$ cat src/rtl/spi_flash_multiload_if.sv
// Bundles the flash-side SPI byte-engine handshake and the memory write port of the multi-region loader.
interface spi_flash_multiload_if #(
    parameter int A_BITS = 14
);
    logic              cs_n;
    logic              spi_req;
    logic              spi_ack;
    logic [7:0]        spi_d;
    logic [7:0]        spi_q;
    logic              wr_strobe;
    logic [A_BITS-1:0] wr_a;
    logic [7:0]        wr_d;
    logic              wr_busy;

    modport master (
        output cs_n, spi_req, spi_d, wr_strobe, wr_a, wr_d,
        input  spi_ack, spi_q, wr_busy
    );

    modport slave (
        input  cs_n, spi_req, spi_d, wr_strobe, wr_a, wr_d,
        output spi_ack, spi_q, wr_busy
    );
endinterface

$ cat src/rtl/spi_flash_multiload.sv
// Copies up to REGIONS flash regions (JEDEC READ 0x03) into on-chip memory after one start pulse.
// States: IDLE wait | NEXT pick region | SELECT cs low | CMD/ADDR2/ADDR1/ADDR0/DATA byte xfer | WRITE strobe | DESELECT cs gap
module spi_flash_multiload #(
    parameter int A_BITS        = 14,
    parameter int LEN_BITS      = 16,
    parameter int REGIONS       = 4,
    parameter int SLOT_SHIFT    = 20,
    parameter int CS_IDLE_TICKS = 4
) (
    input  logic                        clk,
    input  logic                        reset,
    input  logic                        start,
    input  logic                        abort,
    input  logic [3:0]                  slot,
    input  logic [REGIONS-1:0]          region_en,
    input  logic [24*REGIONS-1:0]       region_offset,
    input  logic [A_BITS*REGIONS-1:0]   region_dest,
    input  logic [LEN_BITS*REGIONS-1:0] region_len,
    spi_flash_multiload_if.master       bus,
    output logic                        busy,
    output logic                        done,
    output logic                        aborted,
    output logic [2:0]                  region_idx,
    output logic [7:0]                  checksum
);

    typedef enum logic [3:0] {
        S_IDLE, S_SELECT, S_CMD, S_ADDR2, S_ADDR1, S_ADDR0,
        S_DATA, S_WRITE, S_DESELECT, S_NEXT
    } state_t;

    localparam logic [3:0] RIDX_END = 4'(REGIONS);

    state_t              state;
    logic [3:0]          ridx;
    logic [23:0]         flash_addr;
    logic [A_BITS-1:0]   dest;
    logic [LEN_BITS-1:0] remaining;
    logic [7:0]          ticks;
    logic                abort_pend;

    // Descriptors padded to 16 entries so a 4-bit index never selects out of range.
    logic                en_a   [16];
    logic [23:0]         off_a  [16];
    logic [A_BITS-1:0]   dest_a [16];
    logic [LEN_BITS-1:0] len_a  [16];

    for (genvar g = 0; g < 16; g++) begin : g_region
        if (g < REGIONS) begin : g_used
            assign en_a[g]   = region_en[g];
            assign off_a[g]  = region_offset[24*g +: 24];
            assign dest_a[g] = region_dest[A_BITS*g +: A_BITS];
            assign len_a[g]  = region_len[LEN_BITS*g +: LEN_BITS];
        end else begin : g_pad
            assign en_a[g]   = 1'b0;
            assign off_a[g]  = '0;
            assign dest_a[g] = '0;
            assign len_a[g]  = '0;
        end
    end

    logic [23:0] slot_base;
    logic [23:0] region_addr;
    logic        sending;
    logic        byte_wait;

    assign slot_base   = 24'(32'(slot) << SLOT_SHIFT);
    assign region_addr = slot_base + off_a[ridx];
    assign sending     = state inside {S_CMD, S_ADDR2, S_ADDR1, S_ADDR0, S_DATA};
    assign byte_wait   = sending && (bus.spi_ack != bus.spi_req);
    assign region_idx  = ridx[2:0];

    always_ff @(posedge clk) begin
        if (reset) begin
            state         <= S_IDLE;
            bus.cs_n      <= 1'b1;
            bus.spi_req   <= 1'b0;
            bus.spi_d     <= 8'h00;
            bus.wr_strobe <= 1'b0;
            bus.wr_a      <= '0;
            bus.wr_d      <= 8'h00;
            busy          <= 1'b0;
            done          <= 1'b0;
            aborted       <= 1'b0;
            checksum      <= 8'h00;
            ridx          <= 4'd0;
            flash_addr    <= '0;
            dest          <= '0;
            remaining     <= '0;
            ticks         <= 8'd0;
            abort_pend    <= 1'b0;
        end else begin
            bus.wr_strobe <= 1'b0;
            if (state == S_IDLE) begin
                abort_pend <= 1'b0;
                if (start) begin
                    state    <= S_NEXT;
                    ridx     <= 4'd0;
                    done     <= 1'b0;
                    aborted  <= 1'b0;
                    checksum <= 8'h00;
                    busy     <= 1'b1;
                end
            end else if ((abort || abort_pend) && !byte_wait) begin
                state      <= S_IDLE;
                bus.cs_n   <= 1'b1;
                busy       <= 1'b0;
                aborted    <= 1'b1;
                done       <= 1'b0;
                abort_pend <= 1'b0;
            end else begin
                // An abort arriving mid-byte is held until the engine acknowledges.
                if (abort) abort_pend <= 1'b1;
                case (state)
                    S_NEXT: begin
                        if (ridx == RIDX_END) begin
                            state <= S_IDLE;
                            busy  <= 1'b0;
                            done  <= 1'b1;
                        end else if (!en_a[ridx] || len_a[ridx] == '0) begin
                            ridx <= ridx + 4'd1;
                        end else begin
                            flash_addr <= region_addr;
                            dest       <= dest_a[ridx];
                            remaining  <= len_a[ridx];
                            bus.cs_n   <= 1'b0;
                            state      <= S_SELECT;
                        end
                    end
                    S_SELECT: begin
                        bus.spi_d   <= 8'h03;
                        bus.spi_req <= ~bus.spi_req;
                        state       <= S_CMD;
                    end
                    S_CMD: if (!byte_wait) begin
                        bus.spi_d   <= flash_addr[23:16];
                        bus.spi_req <= ~bus.spi_req;
                        state       <= S_ADDR2;
                    end
                    S_ADDR2: if (!byte_wait) begin
                        bus.spi_d   <= flash_addr[15:8];
                        bus.spi_req <= ~bus.spi_req;
                        state       <= S_ADDR1;
                    end
                    S_ADDR1: if (!byte_wait) begin
                        bus.spi_d   <= flash_addr[7:0];
                        bus.spi_req <= ~bus.spi_req;
                        state       <= S_ADDR0;
                    end
                    S_ADDR0: if (!byte_wait) begin
                        bus.spi_d   <= 8'h00;
                        bus.spi_req <= ~bus.spi_req;
                        state       <= S_DATA;
                    end
                    S_DATA: if (!byte_wait) begin
                        bus.wr_d <= bus.spi_q;
                        bus.wr_a <= dest;
                        state    <= S_WRITE;
                    end
                    S_WRITE: if (!bus.wr_busy) begin
                        bus.wr_strobe <= 1'b1;
                        checksum      <= checksum + bus.wr_d;
                        dest          <= dest + A_BITS'(1);
                        remaining     <= remaining - LEN_BITS'(1);
                        if (remaining == LEN_BITS'(1)) begin
                            bus.cs_n <= 1'b1;
                            ticks    <= 8'(CS_IDLE_TICKS - 1);
                            state    <= S_DESELECT;
                        end else begin
                            bus.spi_d   <= 8'h00;
                            bus.spi_req <= ~bus.spi_req;
                            state       <= S_DATA;
                        end
                    end
                    S_DESELECT: begin
                        if (ticks == 8'd0) begin
                            ridx  <= ridx + 4'd1;
                            state <= S_NEXT;
                        end else begin
                            ticks <= ticks - 8'd1;
                        end
                    end
                    default: state <= S_IDLE;
                endcase
            end
        end
    end

endmodule

$ cat src/flat_wrapper.sv
// flat-port wrapper written by rule: the top's interface ports become plain ports
module spi_flash_multiload_flat 
#(
    parameter int A_BITS        = 14,
    parameter int LEN_BITS      = 16,
    parameter int REGIONS       = 4,
    parameter int SLOT_SHIFT    = 20,
    parameter int CS_IDLE_TICKS = 4
)
  (clk, reset, start, abort, slot, region_en, region_offset, region_dest, region_len, busy, done, aborted, region_idx, checksum, bus_cs_n, bus_spi_req, bus_spi_d, bus_wr_strobe, bus_wr_a, bus_wr_d, bus_spi_ack, bus_spi_q, bus_wr_busy);
  spi_flash_multiload_if #(.A_BITS(A_BITS)) bus_i ();
  input  logic clk;
  input  logic reset;
  input  logic start;
  input  logic abort;
  input  logic [3:0] slot;
  input  logic [REGIONS-1:0] region_en;
  input  logic [24*REGIONS-1:0] region_offset;
  input  logic [A_BITS*REGIONS-1:0] region_dest;
  input  logic [LEN_BITS*REGIONS-1:0] region_len;
  output logic busy;
  output logic done;
  output logic aborted;
  output logic [2:0] region_idx;
  output logic [7:0] checksum;
  output wire logic [$bits(bus_i.cs_n)-1:0] bus_cs_n;
  output wire logic [$bits(bus_i.spi_req)-1:0] bus_spi_req;
  output wire logic [$bits(bus_i.spi_d)-1:0] bus_spi_d;
  output wire logic [$bits(bus_i.wr_strobe)-1:0] bus_wr_strobe;
  output wire logic [$bits(bus_i.wr_a)-1:0] bus_wr_a;
  output wire logic [$bits(bus_i.wr_d)-1:0] bus_wr_d;
  input wire logic [$bits(bus_i.spi_ack)-1:0] bus_spi_ack;
  input wire logic [$bits(bus_i.spi_q)-1:0] bus_spi_q;
  input wire logic [$bits(bus_i.wr_busy)-1:0] bus_wr_busy;
  assign bus_cs_n = bus_i.cs_n;
  assign bus_spi_req = bus_i.spi_req;
  assign bus_spi_d = bus_i.spi_d;
  assign bus_wr_strobe = bus_i.wr_strobe;
  assign bus_wr_a = bus_i.wr_a;
  assign bus_wr_d = bus_i.wr_d;
  assign bus_i.spi_ack = bus_spi_ack;
  assign bus_i.spi_q = bus_spi_q;
  assign bus_i.wr_busy = bus_wr_busy;
  spi_flash_multiload #(.A_BITS(A_BITS), .LEN_BITS(LEN_BITS), .REGIONS(REGIONS), .SLOT_SHIFT(SLOT_SHIFT), .CS_IDLE_TICKS(CS_IDLE_TICKS)) u_core (.clk(clk), .reset(reset), .start(start), .abort(abort), .slot(slot), .region_en(region_en), .region_offset(region_offset), .region_dest(region_dest), .region_len(region_len), .bus(bus_i), .busy(busy), .done(done), .aborted(aborted), .region_idx(region_idx), .checksum(checksum));
endmodule
$ cat config.mk
export PLATFORM = sky130hd
export DESIGN_NAME = spi_flash_multiload_flat
export DESIGN_NICKNAME = d
export VERILOG_FILES = /design/src/rtl/spi_flash_multiload_if.sv /design/src/rtl/spi_flash_multiload.sv /design/src/flat_wrapper.sv
export SDC_FILE = /design/constraint.sdc
export NUM_CORES = 1
export LEC_CHECK = 0
export ABC_AREA = 1
export ABC_CLOCK_PERIOD_IN_PS = 5800
export BUFFER_PORTS_ARGS = -buffer_cell sky130_fd_sc_hd__buf_2
export CORE_ASPECT_RATIO = 1.25
export CORE_MARGIN = 5
export CORE_UTILIZATION = 50
export CTS_CLUSTER_DIAMETER = 150
export CTS_CLUSTER_SIZE = 24
export DETAILED_ROUTE_END_ITERATION = 8
export GPL_TIMING_DRIVEN = 0
export HOLD_SLACK_MARGIN = 0.06
export PLACE_DENSITY = 0.9
export SLEW_MARGIN = 20
export SYNTH_ARGS = -nofsm -noshare
export SYNTH_HDL_FRONTEND = slang
export SYNTH_SLANG_ARGS = --single-unit
$ cat constraint.sdc
create_clock -name clk -period 5.8 [get_ports clk]
set_clock_uncertainty 0.1 [all_clocks]
set_input_delay 0.58 -clock clk [delete_from_list [all_inputs] [get_ports clk]]
set_output_delay 0.58 -clock clk [all_outputs]
set_load 0.05 [all_outputs]
==> impl_metrics.ini <==
[outcome]
status = complete, no violations

[finish]
fin_area_sq_um = 10500
syn2layout_area_growth_pct = 28.6
drive_gt1_frac = 0.218
mostFrequentLayoutCells = nand2_1 (306), buf_2 (298), nor2_1 (256), o21ai_0 (145), inv_1 (126)
fin_cells = 1894
final_common_cell = nand2_1
final_nets = 1921

[flow_run]
cap_viol_max_count = 0

[clocking]
cts_setup_buffers = 0
cts_buffers = 17
root_buffer = clkbuf_16
clock_latency_ns = 0.42
cts-resized-gates = 0
holdBufCountCts = 0
clock_sinks = 115
cts_buffer_depth = 2
cts_tree = built
cts.reportedPaths.clkPinSlew_ns = 0.06
h-tree-depth = 4

[setup_path]
start_kind = flip-flop
rr_worst_depth = 13
worstReg2RegEnd = u_core.flash_addr[23]$_SDFFE_PP0P_
crit_type = reg -> reg
regToRegSetupSlack_ns = 2.02
timing.rr.start = u_core.ridx[0]$_SDFFE_PP0P_
cp_data_arrival_time_ns = 4.04
cp_max_fo = 10
worstPathRequired_ns = 6.05
crit_path_end_kind = flip-flop

[timing]
hold_viol = 0
fin_crit_sh = 0.653
slew-limit-headroom = 0.371
max_freq_mhz = 264
setup_viol = 0
tightest_slew_ns = 0.938
drv_slew = 0
rsz0062_at_grt = no
min_period_ns = 3.78
fin_setup_tns_ns = 0

[route]
drt_iter0_markers = 875
drt-wirelength-per-cell_microns = 18.0
drt_wl_total_microns = 34100
dr.pass1.iters = 6
vias_per_cell = 5.60
via_count = 10600
antenna_left = 0
drc = 0

[yosys]
synth_largest_area_cell = dfxtp_1
ys_types = 47
synth-compound-area-share = 0.212
synth-simple-area-share = 0.349
synth-edff-count = 0
synth.area.mux_share = 0
avgSynthCellArea_sq_um = 5.97
syn-instance-count = 1362
syn_area_sq_um = 8130
yosysWarningCount = 0
synth-async-reset-ratio = 0
synth_ff_type = dfxtp_1
syn-num-nets = 1619
synth-adder-area-share = 0.0311
synthTopCellsByArea = dfxtp_1 (28%), nand2_1 (14%), nor2_1 (12%)
synth-seq-cells = 115
synth_top_family_by_area = simple AND/OR/NAND/NOR gates
synth_xor_area_frac = 0.0183
synth_top_area_frac = 0.283
yosysSeqAreaShare = 0.283

[hold_path]
holdPathStages = 3
min_from = bus_spi_q[4]
min_to = u_core.bus.wr_d[4]$_SDFFE_PP0P_
hold_class = in -> reg

[floorplan]
initial_core_util = 0.506
die_w_microns = 124
die_h_microns = 153
row_count = 52
core_sq_um = 16100
io_pins = 285
design.die.area_sq_um = 18900

[grt]
antenna_found_initial = 2
grt_use_total = 0.347
grt_pass1_vias = 10000
grt_pass1_wl_microns = 50900
grt_overflow_total = 0
grt_max_degree = 17

[pwr]
power.density_nw_per_um2 = 389
ir_worst_vdd_mv = 0.223
power_leakage_nw = 5.18

[placement]
place_area_sq_um = 9820
io_buffers = 283
gp_congestion = 1.01
dpl.cell_count = 1861
dp_hpwl_microns = 27100
==> metal layers <==
layer | wire, microns | GRT usage
met1 | 12300 | 0.400
met2 | 16300 | 0.582
met3 | 3550 | 0.0769
met4 | 1890 | 0.196
met5 | 20 | 0
==> stage by stage <==
stage | hold WS (ns) | utilization | worst slack [ns] | power [mW]
after floorplan | 0.332 | - | 3.20 | 2.30
after CTS | 0.343 | 0.651 | 2.07 | 4.02
after global placement | 0.330 | 0.611 | 2.04 | 2.88
after detailed placement | 0.334 | 0.611 | 2.09 | 2.89
final | 0.342 | 0.651 | 2.02 | 4.07
after global routing | 0.356 | 0.651 | 1.77 | 4.29
==> cell type report <==
type                    count  area, sq um
plain buffers              76          368
inverters                 132          495
clock buffers              20          457
multi-input cells        1039         4970
flip-flops and latches    115         2300
well taps                 216          270
clock inverters            12          179
diodes                      1         2.50
repair buffers            283         1420
fillers                  1542         5610
==> worst max-delay path by stage <==
stage	start	endpoint	slack, ns	depth (start not counted)
final	u_core.ridx[0]$_SDFFE_PP0P_	u_core.flash_addr[23]$_SDFFE_PP0P_	2.02	13
after global routing	u_core.ridx[0]$_SDFFE_PP0P_	u_core.flash_addr[23]$_SDFFE_PP0P_	1.77	13
after CTS	u_core.ridx[0]$_SDFFE_PP0P_	u_core.flash_addr[23]$_SDFFE_PP0P_	2.07	13
after detailed placement	u_core.ridx[0]$_SDFFE_PP0P_	u_core.flash_addr[23]$_SDFFE_PP0P_	2.09	13
after global placement	u_core.ridx[0]$_SDFFE_PP0P_	u_core.flash_addr[23]$_SDFFE_PP0P_	2.04	13
after floorplan	u_core.ridx[1]$_SDFFE_PP0P_	u_core.flash_addr[23]$_SDFFE_PP0P_	3.20	15
==> Yosys cell counts (4+ instances only) <==
library cell and count:
buf_2 15, nand2_1 306, clkbuf_1 41, inv_2 5
or2_2 4, a221oi_1 4, o211ai_1 4, buf_1 8
ha_1 17, a22oi_1 5, inv_1 126, o21ai_0 145
nand4_1 30, o21ai_1 4, buf_4 7, nor3_1 7
buf_6 5, dfxtp_1 115, xnor2_1 4, a21oi_1 114
xor2_1 13, nor2_1 256, a31oi_1 6, nand3_1 73
o22ai_1 15
==> kinds of logic after synthesis <==
logic type                 Yosys count
xor gates and xnor gates            17
adders and majority gates           19
buffers and inverters              208
and+or+nand+nor                    688
AOI/OAI and AO/OA                  315
DFF                                115
==> report_power, final <==
| part | total, mW | internal, mW | switching (mW) |
|---|---|---|---|
| registers | 0.957 | 0.878 | 0.0789 |
| logic | 1.98 | 0.606 | 1.37 |
| clock network | 1.14 | 0.742 | 0.396 |
| total | 4.07 | 2.23 | 1.85 |
==> state kept, by name, indices dropped and copies added (netlist names), 4 cells and up <==
name	flops
u_core.bus.spi_d	8
u_core.bus.wr_a	14
u_core.bus.wr_d	8
u_core.checksum	8
u_core.dest	14
u_core.flash_addr	24
u_core.remaining	16
u_core.ridx	4
u_core.state	4
u_core.ticks	8
==> critical path, cell delays in order, from the launching register on <==
cell and delay (ns):
dfxtp_1 0.39, inv_2 0.11, clkbuf_1 0.39, clkbuf_1 0.71
clkbuf_1 0.43, o21ai_0 0.17, a21oi_1 0.26, ha_1 0.31
a21oi_1 0.13, nand2_1 0.07, xnor2_1 0.21, xor2_1 0.22
nand2_1 0.08, a21oi_1 0.12
Note: power is estimated with default switching activity, not from simulation.
